[config.mk]
export PLATFORM = sky130hd
export DESIGN_NAME = aca_recovery_unit
export DESIGN_NICKNAME = d
export VERILOG_FILES = /design/src/rtl/aca_recovery_unit.sv
export SDC_FILE = /design/constraint.sdc
export NUM_CORES = 1
export LEC_CHECK = 0
export ABC_CLOCK_PERIOD_IN_PS = 4280
export CAP_MARGIN = 20
export CORE_UTILIZATION = 25
export CTS_CLUSTER_SIZE = 30
export DETAILED_ROUTE_END_ITERATION = 16
export HOLD_SLACK_MARGIN = 0.02
export REMOVE_ABC_BUFFERS = 1
export SLEW_MARGIN = 20
export SYNTH_ARGS = -nofsm -noshare
export SYNTH_HDL_FRONTEND = slang
export SYNTH_SLANG_ARGS = --single-unit
[constraint.sdc]
create_clock -name clk -period 4.28 [get_ports clk]
set_clock_uncertainty 0.2 [all_clocks]
set_input_delay 0.856 -clock clk [delete_from_list [all_inputs] [get_ports clk]]
set_output_delay 0.856 -clock clk [all_outputs]
set_load 0.05 [all_outputs]
[src/rtl/aca_recovery_unit.sv]
// Purpose : exact-sum recovery stage behind an 8-bit ACA speculative adder (carry window WIN).
// Latency : 1 cycle when no carry window is fully propagating, 2 cycles when a fix-up add is needed.
// Backpr. : one result buffered; in_ready drops in FIX and while a held result is not taken.
//
// Ports:
//   clk, rst                 single rising-edge clock, synchronous active-high reset
//   in_valid / in_ready      operand beat handshake (A, B, Cin, spec_sum, spec_cout)
//   out_valid / out_ready    result handshake (Sum, Cout, corrected, mispredict)
//   corrected                result came from the fix-up adder
//   mispredict               fix-up result differed from the speculative one (0 when corrected=0)
// Optional (`ACA_RECOVERY_STATS_EN): stat_ops, stat_fix, stat_miss, 16-bit saturating counters
//   of completed transfers, corrected transfers and mispredicted transfers.

module aca_recovery_unit #(
  parameter int WIDTH = 8,
  parameter int WIN   = 4
) (
  input  logic             clk,
  input  logic             rst,
  input  logic             in_valid,
  output logic             in_ready,
  input  logic [WIDTH-1:0] A,
  input  logic [WIDTH-1:0] B,
  input  logic             Cin,
  input  logic [WIDTH-1:0] spec_sum,
  input  logic             spec_cout,
  output logic             out_valid,
  input  logic             out_ready,
  output logic [WIDTH-1:0] Sum,
  output logic             Cout,
  output logic             corrected,
  output logic             mispredict
`ifdef ACA_RECOVERY_STATS_EN
  ,
  output logic [15:0]      stat_ops,
  output logic [15:0]      stat_fix,
  output logic [15:0]      stat_miss
`endif
);

  localparam logic [1:0] ST_IDLE = 2'd0;
  localparam logic [1:0] ST_FIX  = 2'd1;
  localparam logic [1:0] ST_DONE = 2'd2;

  // Operand beat as captured on accept; only consumed by the fix-up path.
  typedef struct packed {
    logic [WIDTH-1:0] a;
    logic [WIDTH-1:0] b;
    logic             cin;
    logic [WIDTH-1:0] ssum;
    logic             scout;
  } beat_t;

  logic [1:0]     state;
  beat_t          beat_r;
  logic [WIDTH-1:0] p;
  logic           err;
  logic           accept;
  logic           xfer;
  logic [WIDTH:0] exact;

  // A speculative result can only be wrong if some carry had to travel further
  // than WIN bits, i.e. some WIN-long run of propagate bits starting at bit 1
  // or above is all ones. Flagging those runs is conservative.
  always_comb begin
    p   = A ^ B;
    err = 1'b0;
    for (int j = WIN; j < WIDTH; j++) begin
      err = err | (&p[j -: WIN]);
    end
  end

  // in_ready depends only on state and out_ready, never on in_valid.
  assign in_ready  = (state == ST_IDLE) || ((state == ST_DONE) && out_ready);
  assign out_valid = (state == ST_DONE);
  assign accept    = in_valid && in_ready;
  assign xfer      = out_valid && out_ready;

  assign exact = {1'b0, beat_r.a} + {1'b0, beat_r.b} + {{WIDTH{1'b0}}, beat_r.cin};

  always_ff @(posedge clk) begin
    if (rst) begin
      state      <= ST_IDLE;
      beat_r     <= '0;
      Sum        <= '0;
      Cout       <= 1'b0;
      corrected  <= 1'b0;
      mispredict <= 1'b0;
    end else begin
      case (state)
        ST_IDLE, ST_DONE: begin
          if (accept) begin
            beat_r <= '{a: A, b: B, cin: Cin, ssum: spec_sum, scout: spec_cout};
            if (err) begin
              state <= ST_FIX;
            end else begin
              // Unflagged: the speculative result is exact, present it directly.
              state      <= ST_DONE;
              Sum        <= spec_sum;
              Cout       <= spec_cout;
              corrected  <= 1'b0;
              mispredict <= 1'b0;
            end
          end else if (state == ST_DONE && out_ready) begin
            state <= ST_IDLE;
          end
        end
        ST_FIX: begin
          state      <= ST_DONE;
          {Cout, Sum} <= exact;
          corrected  <= 1'b1;
          mispredict <= (exact != {beat_r.scout, beat_r.ssum});
        end
        default: state <= ST_IDLE;
      endcase
    end
  end

`ifdef ACA_RECOVERY_STATS_EN
  always_ff @(posedge clk) begin
    if (rst) begin
      stat_ops  <= '0;
      stat_fix  <= '0;
      stat_miss <= '0;
    end else if (xfer) begin
      if (stat_ops != 16'hFFFF) stat_ops <= stat_ops + 16'd1;
      if (corrected && stat_fix != 16'hFFFF) stat_fix <= stat_fix + 16'd1;
      if (mispredict && stat_miss != 16'hFFFF) stat_miss <= stat_miss + 16'd1;
    end
  end
`else
  // Transfer strobe is only consumed by the statistics counters.
  logic unused_xfer;
  assign unused_xfer = xfer;
`endif

endmodule

### After elaboration in Yosys (flattened, before gate mapping)

Index checks and enable logic that the tools add are counted.

* output and inout port bits: 13
* logic and storage cells: 48
* register bits: 39

* $add $sub $neg: 2
* bitwise logic cells: 4
* reduce and logical (&&, ||, !) cells: 12
* eq/ne operators: 6
* muxes and demuxes: 14

Operators by type and width (number)
* two-way mux 8 bit: 2
* one-hot mux 8 bit (2 select lines): 1
* AND reduction 4 bit: 4
* adder 8 x 8 -> 9 bit: 1
* adder 9 x 1 -> 9 bit: 1
* != test 9 bit: 1
* bitwise XOR 8 bit: 1
* two-way mux 2 bit: 3
* one-hot mux 1 bit (2 select lines): 3
* two-way mux 1 bit: 4
* != test 2 bit (second input constant): 2
* one-hot mux 2 bit (2 select lines): 1
* != test 3 bit (second input constant): 1
* OR 1 bit: 3
* AND reduction 3 bit: 1
* equality test 2 x 1 -> 1 bit (second input constant): 1
* equality test 2 bit (second input constant): 1
* logical AND 1 bit: 2
* zero test 2 bit: 1
* AND reduction 2 bit: 1
* nonzero test 2 bit: 1
* OR reduction 2 bit: 1
* logical OR 1 bit: 1

### Logic depth before layout (Yosys ltp)

* depth after elaboration: 8
* depth in mapped cells: 9

### Worst setup path before layout

OpenSTA, ideal clock, no wires.

* kind: input-to-reg
* from: input out_ready
* to: register beat_r[0] (netlist bit)
* required time: 4.010 ns
* cell stages on the path: 7
* arrival time: 2.623 ns
* setup slack: 1.387 ns
* buffers on the path: 2
* path through: inv_1 -> a21oi_1 -> and2_1 -> clkbuf_1 -> clkbuf_1 -> nand2_1 -> a21oi_1

* word-level cells in the longest chain between the ends: 4

RTL lines
* start: declaration: RTL line 28 `input logic out_ready,`
* logical AND 1 bit: RTL line 74 `assign in_ready = (state == ST_IDLE) || ((state == ST_DONE) && out_ready);`
* logical OR 1 bit: RTL line 74
* via in_ready: RTL line 21 `output logic in_ready,`
* logical AND 1 bit: RTL line 76 `assign accept = in_valid && in_ready;`
* AND reduction 2 bit (no line)
* end signal: assignment: RTL line 93 `beat_r <= '{a: A, b: B, cin: Cin, ssum: spec_sum, scout: spec_cout};`
* end: declaration: RTL line 55 `beat_t beat_r;`

The timed path passes the listed nets, and every way through them passes these cells.
A chain may end at the register's enable or synchronous reset.

### Worst setup path after layout

* from: input out_ready
* to: output in_ready

* word-level cells in the longest chain between the ends: 2

RTL lines (RTL line)
* logical AND 1 bit: 74
* logical OR 1 bit: 74
* end: declaration: 21

No other way between the ends.

==> metrics.md <==
| Metric | Value |
|---|---|
| Mux cell area share after synthesis | `under 10%` |
| Core Box Area | `8260 µm²` |
| Max VDD drop | `0.000112 V` |
| Compound-cell area share of the yosys netlist | `about a quarter` |
| Tmin final | `3.43 ns` |
| Adder-cell share of the synthesized area | `under 10%` |
| Worst r2r dst | `mispredict$_SDFFE_PP0P_` |
| Sink Count | `39` |
| Simple-gate portion of the synthesized area | `a little under a fifth` |
| Required time of the worst setup path | `around 3.2 ns` |
| Final Max Tran Viols | `0` |
| Mapped cell area | `2150 µm²` |
| Finished Layout Cells | `409` |
| Synth Area in XOR/XNOR | `7.73%` |
| Worst R2R Path Depth | `9` |
| FF/Latch Area | `a little under 800 µm²` |
| First-pass DRT Iterations | `4` |
| Setup Buffers After CTS | `0` |
| DIE HEIGHT | `approximately 95 µm` |
| Initial antenna violation count | `0` |
| Outcome | `finished clean` |
| Max Cap Viol | `0` |
| Critical path class | `input port to output pin` |
| Crit. End Element | `output pin` |
| Routability cong. | `roughly 0.84` |
| Vias in the first global route | `~1.9k` |
| Hold Path Depth | `2` |
| CTS tree | `built` |
| CP Launch Type | `input port` |
| Post-DRT Antenna Nets | `0` |
| Clk buf depth | `2` |
| Seq/Total Area, Yosys | `between 30 and 40%` |
| Die ar. | `between 8000 and 9000 µm²` |
| TNS Setup | `0 ns` |
| Final setup viols | `0` |
| Hold-fix buffers, CTS | `0` |
| Fillers | `909` |
| Largest family of logic cells by synthesized area | `compound AO/OA/AOI/OAI gates` |
| Power density over the cells | `about 320 nW/µm²` |
| Final Hold Fails | `0` |
| Pin count of the biggest net entering global routing | `28` |
| PostCTS Resize Cnt | `0` |
| Placed Instances | `around 400` |
| Initial core utilization | `approximately a quarter` |
| GRT Total Usage | `between 10% and 20%` |
| Area post-placement | `around 2700 µm²` |
| Reg-to-reg startpoint | `beat_r[9]$_SDFFE_PP0P_` |
| First-pass GRT wire length | `between 8000 and 9000 µm` |
| Avg WL per Cell | `12.9 µm` |
| Worst-margin pin slew | `between 0.8 and 0.9 ns` |
| DRT iter0 DRCs | `between 100 and 150` |
| Via-per-instance ratio | `around 4.7` |
| Crit path arrival time | `2.38 ns` |
| Design Area, Final | `about 2700 µm²` |
| Drt total wl | `approximately 5300 µm` |
| Die Span X | `between 90 and 100 µm` |
| Overflow after GRT | `0` |
| Via count | `roughly 1.9k` |
| Netlist cell types | `43` |
| Top Ports | `between 40 and 50` |
| Hold Path End | `Sum[7]$_SDFFE_PP0P_` |
| Share of cells above drive strength 1 | `under 10%` |
| CTS root buf | `clkbuf_8` |
| Htree depth | `2` |
| FP Rows | `33` |
| HPWL after detailed placement | `4000 µm` |
| CTS Buf Count | `5` |
| Hold WC Path Type | `flip-flop to flip-flop` |
| Final Cycle Share | `between 80% and 90%` |
| Post-synthesis register bit count | `39` |
| Avg Cell Area, Syn | `about 8 µm²` |
| I/O Buffers | `42` |
| Max-slew headroom | `between 40% and 50%` |
| RSZ-0062 raised after global routing | `false` |
| Fmax | `a little under 300 MHz` |
| Worst-path fanout max | `3` |
| Antenna diodes | `0` |
| Reg2Reg Setup Slack | `approximately 1.3 ns` |
| Synth-to-layout area growth | `27.6%` |
| Clk Latency, worst-skew pair | `between 0.2 and 0.3 ns` |
| Leak Pwr | `around 1.0 nW` |
| Hold Startpoint | `Sum[7]$_SDFFE_PP0P_` |
| Ys Warns | `0` |
| Final nets | `344` |
| Clk pin slew, worst setup/hold paths | `0.07 ns` |
| Mapped Cells | `approximately 270` |
| Drt drc | `0` |
| Area of the multi-input gates | `~1300 µm²` |
==> per-layer routing <==
| metal | global-route usage [%] | share of wire (%) | vias to the layer above |
|---|---|---|---|
| met1 | 16.1 | 47 | 897 |
| li1 | - | - | 993 |
| met2 | 20.3 | 46 | 43 |
| met3 | 3.06 | 5.5 | 7 |
| met5 | 0 | 0 | - |
| met4 | 4.17 | 1.3 | 0 |
==> kinds of logic (layout without fill, tap and decap cells) <==
family	after synthesis	after routing
AO/OA/AOI/OAI	83	83
buffers and inverters	25	61
XOR/XNOR	19	19
flip-flops	39	39
multiplexers	5	5
adder cells (fa/ha/maj)	9	9
AND/OR/NAND/NOR	88	88
==> synth_stat cells <==
master,number,area (µm²)
nor2_1,8,30.0
o31ai_1,2,15.0
mux2_2,1,11.3
clkbuf_1,11,41.3
o22ai_1,1,6.26
inv_1,8,30.0
o32a_1,1,10.0
dfxtp_1,39,781
a211o_1,1,8.76
a211oi_1,5,37.5
xnor2_1,15,131
o21ai_0,9,45.0
a31oi_1,2,12.5
nor4_1,2,12.5
and2_1,1,6.26
a31oi_2,1,12.5
a21o_1,6,45.0
o21bai_1,2,15.0
nor2b_4,1,13.8
or4b_2,1,10.0
nand3_1,1,5.00
or3b_2,2,17.5
o31a_1,1,8.76
o21a_1,3,22.5
o221ai_1,1,8.76
fa_1,2,40.0
nand2b_1,5,31.3
or4b_1,1,10.0
buf_2,3,15.0
nor3_1,1,5.00
or4_4,1,11.3
ha_1,7,87.6
nand4_1,1,6.26
nor2b_1,3,18.8
a22oi_1,5,37.5
xor2_1,4,35.0
nand2_1,59,221
a21oi_1,42,210
a31oi_4,1,21.3
and3_1,1,6.26
buf_1,1,3.75
mux2i_1,4,40.0
buf_4,2,15.0
==> layout make-up <==
class,count,share of cell area [%]
multi-input combinational,204,46.1
sequential,39,28.4
timing repair buffer,47,16.9
tap,105,4.78
clock buffer,6,2.64
inverter,8,1.09
==> placed cells by master, fill, tap and decap left out, drive strengths merged <==
| cell | n |
|---|---|
| buf | 5 |
| nand4 | 1 |
| inv | 8 |
| a21o | 6 |
| or4 | 1 |
| mux2i | 4 |
| o21a | 3 |
| nor4 | 2 |
| a31oi | 4 |
| fa | 2 |
| nand3 | 1 |
| o21ai | 9 |
| clkbuf | 6 |
| dfxtp | 39 |
| a211o | 1 |
| nand2 | 59 |
| a211oi | 5 |
| nand2b | 5 |
| o32a | 1 |
| xor2 | 4 |
| xnor2 | 15 |
| nor2 | 8 |
| and2 | 1 |
| and3 | 1 |
| nor2b | 4 |
| a22oi | 5 |
| nor3 | 1 |
| o31ai | 2 |
| a21oi | 42 |
| clkdlybuf4s50 | 42 |
| mux2 | 1 |
| or4b | 2 |
| ha | 7 |
| or3b | 2 |
| o221ai | 1 |
| o31a | 1 |
| o22ai | 1 |
| o21bai | 2 |
==> power breakdown <==
part | switching, W | internal, W
Sequential | 0.0000172 | 0.000389
Clock | 0.000121 | 0.000109
Combinational | 0.000142 | 0.000112
==> sequential cells by signal, summed over array words and instances (netlist names) <==
signal	count
mispredict	1
Sum	8
state	2
beat_r	26
corrected	1
Cout	1
==> how the worst max path moves through the flow <==
stage / slack (ns) / startpoint / cells after the start / to
3_3_place_gp: 0.88 / out_ready / 4 / in_ready
4_1_cts: 0.83 / out_ready / 4 / in_ready
5_1_grt: 0.78 / out_ready / 4 / in_ready
6_report: 0.85 / out_ready / 4 / in_ready
2_1_floorplan: 1.45 / out_ready / 5 / beat_r[0]$_SDFFE_PP0P_
3_5_place_dp: 0.83 / out_ready / 4 / in_ready
==> stage by stage <==
stage / util (%) / setup slack [ns] / hold WS [ns] / total power [W]
global route: 33.3 / 0.779 / 0.276 / 0.000938
finish: 33.3 / 0.847 / 0.260 / 0.000888
CTS: 33.1 / 0.834 / 0.264 / 0.000898
global placement: 32.2 / 0.885 / 0.244 / 0.000664
detailed placement: 32.2 / 0.835 / 0.252 / 0.000667
floorplan: - / 1.45 / 0.234 / 0.000573
==> worst max-delay path: stages <==
cell             delay [ns]
clkdlybuf4s50_1        0.45
inv_1                  0.06
a21oi_1                0.18
clkdlybuf4s50_1        0.83
No activity file was read; power rests on OpenSTA's default activity.
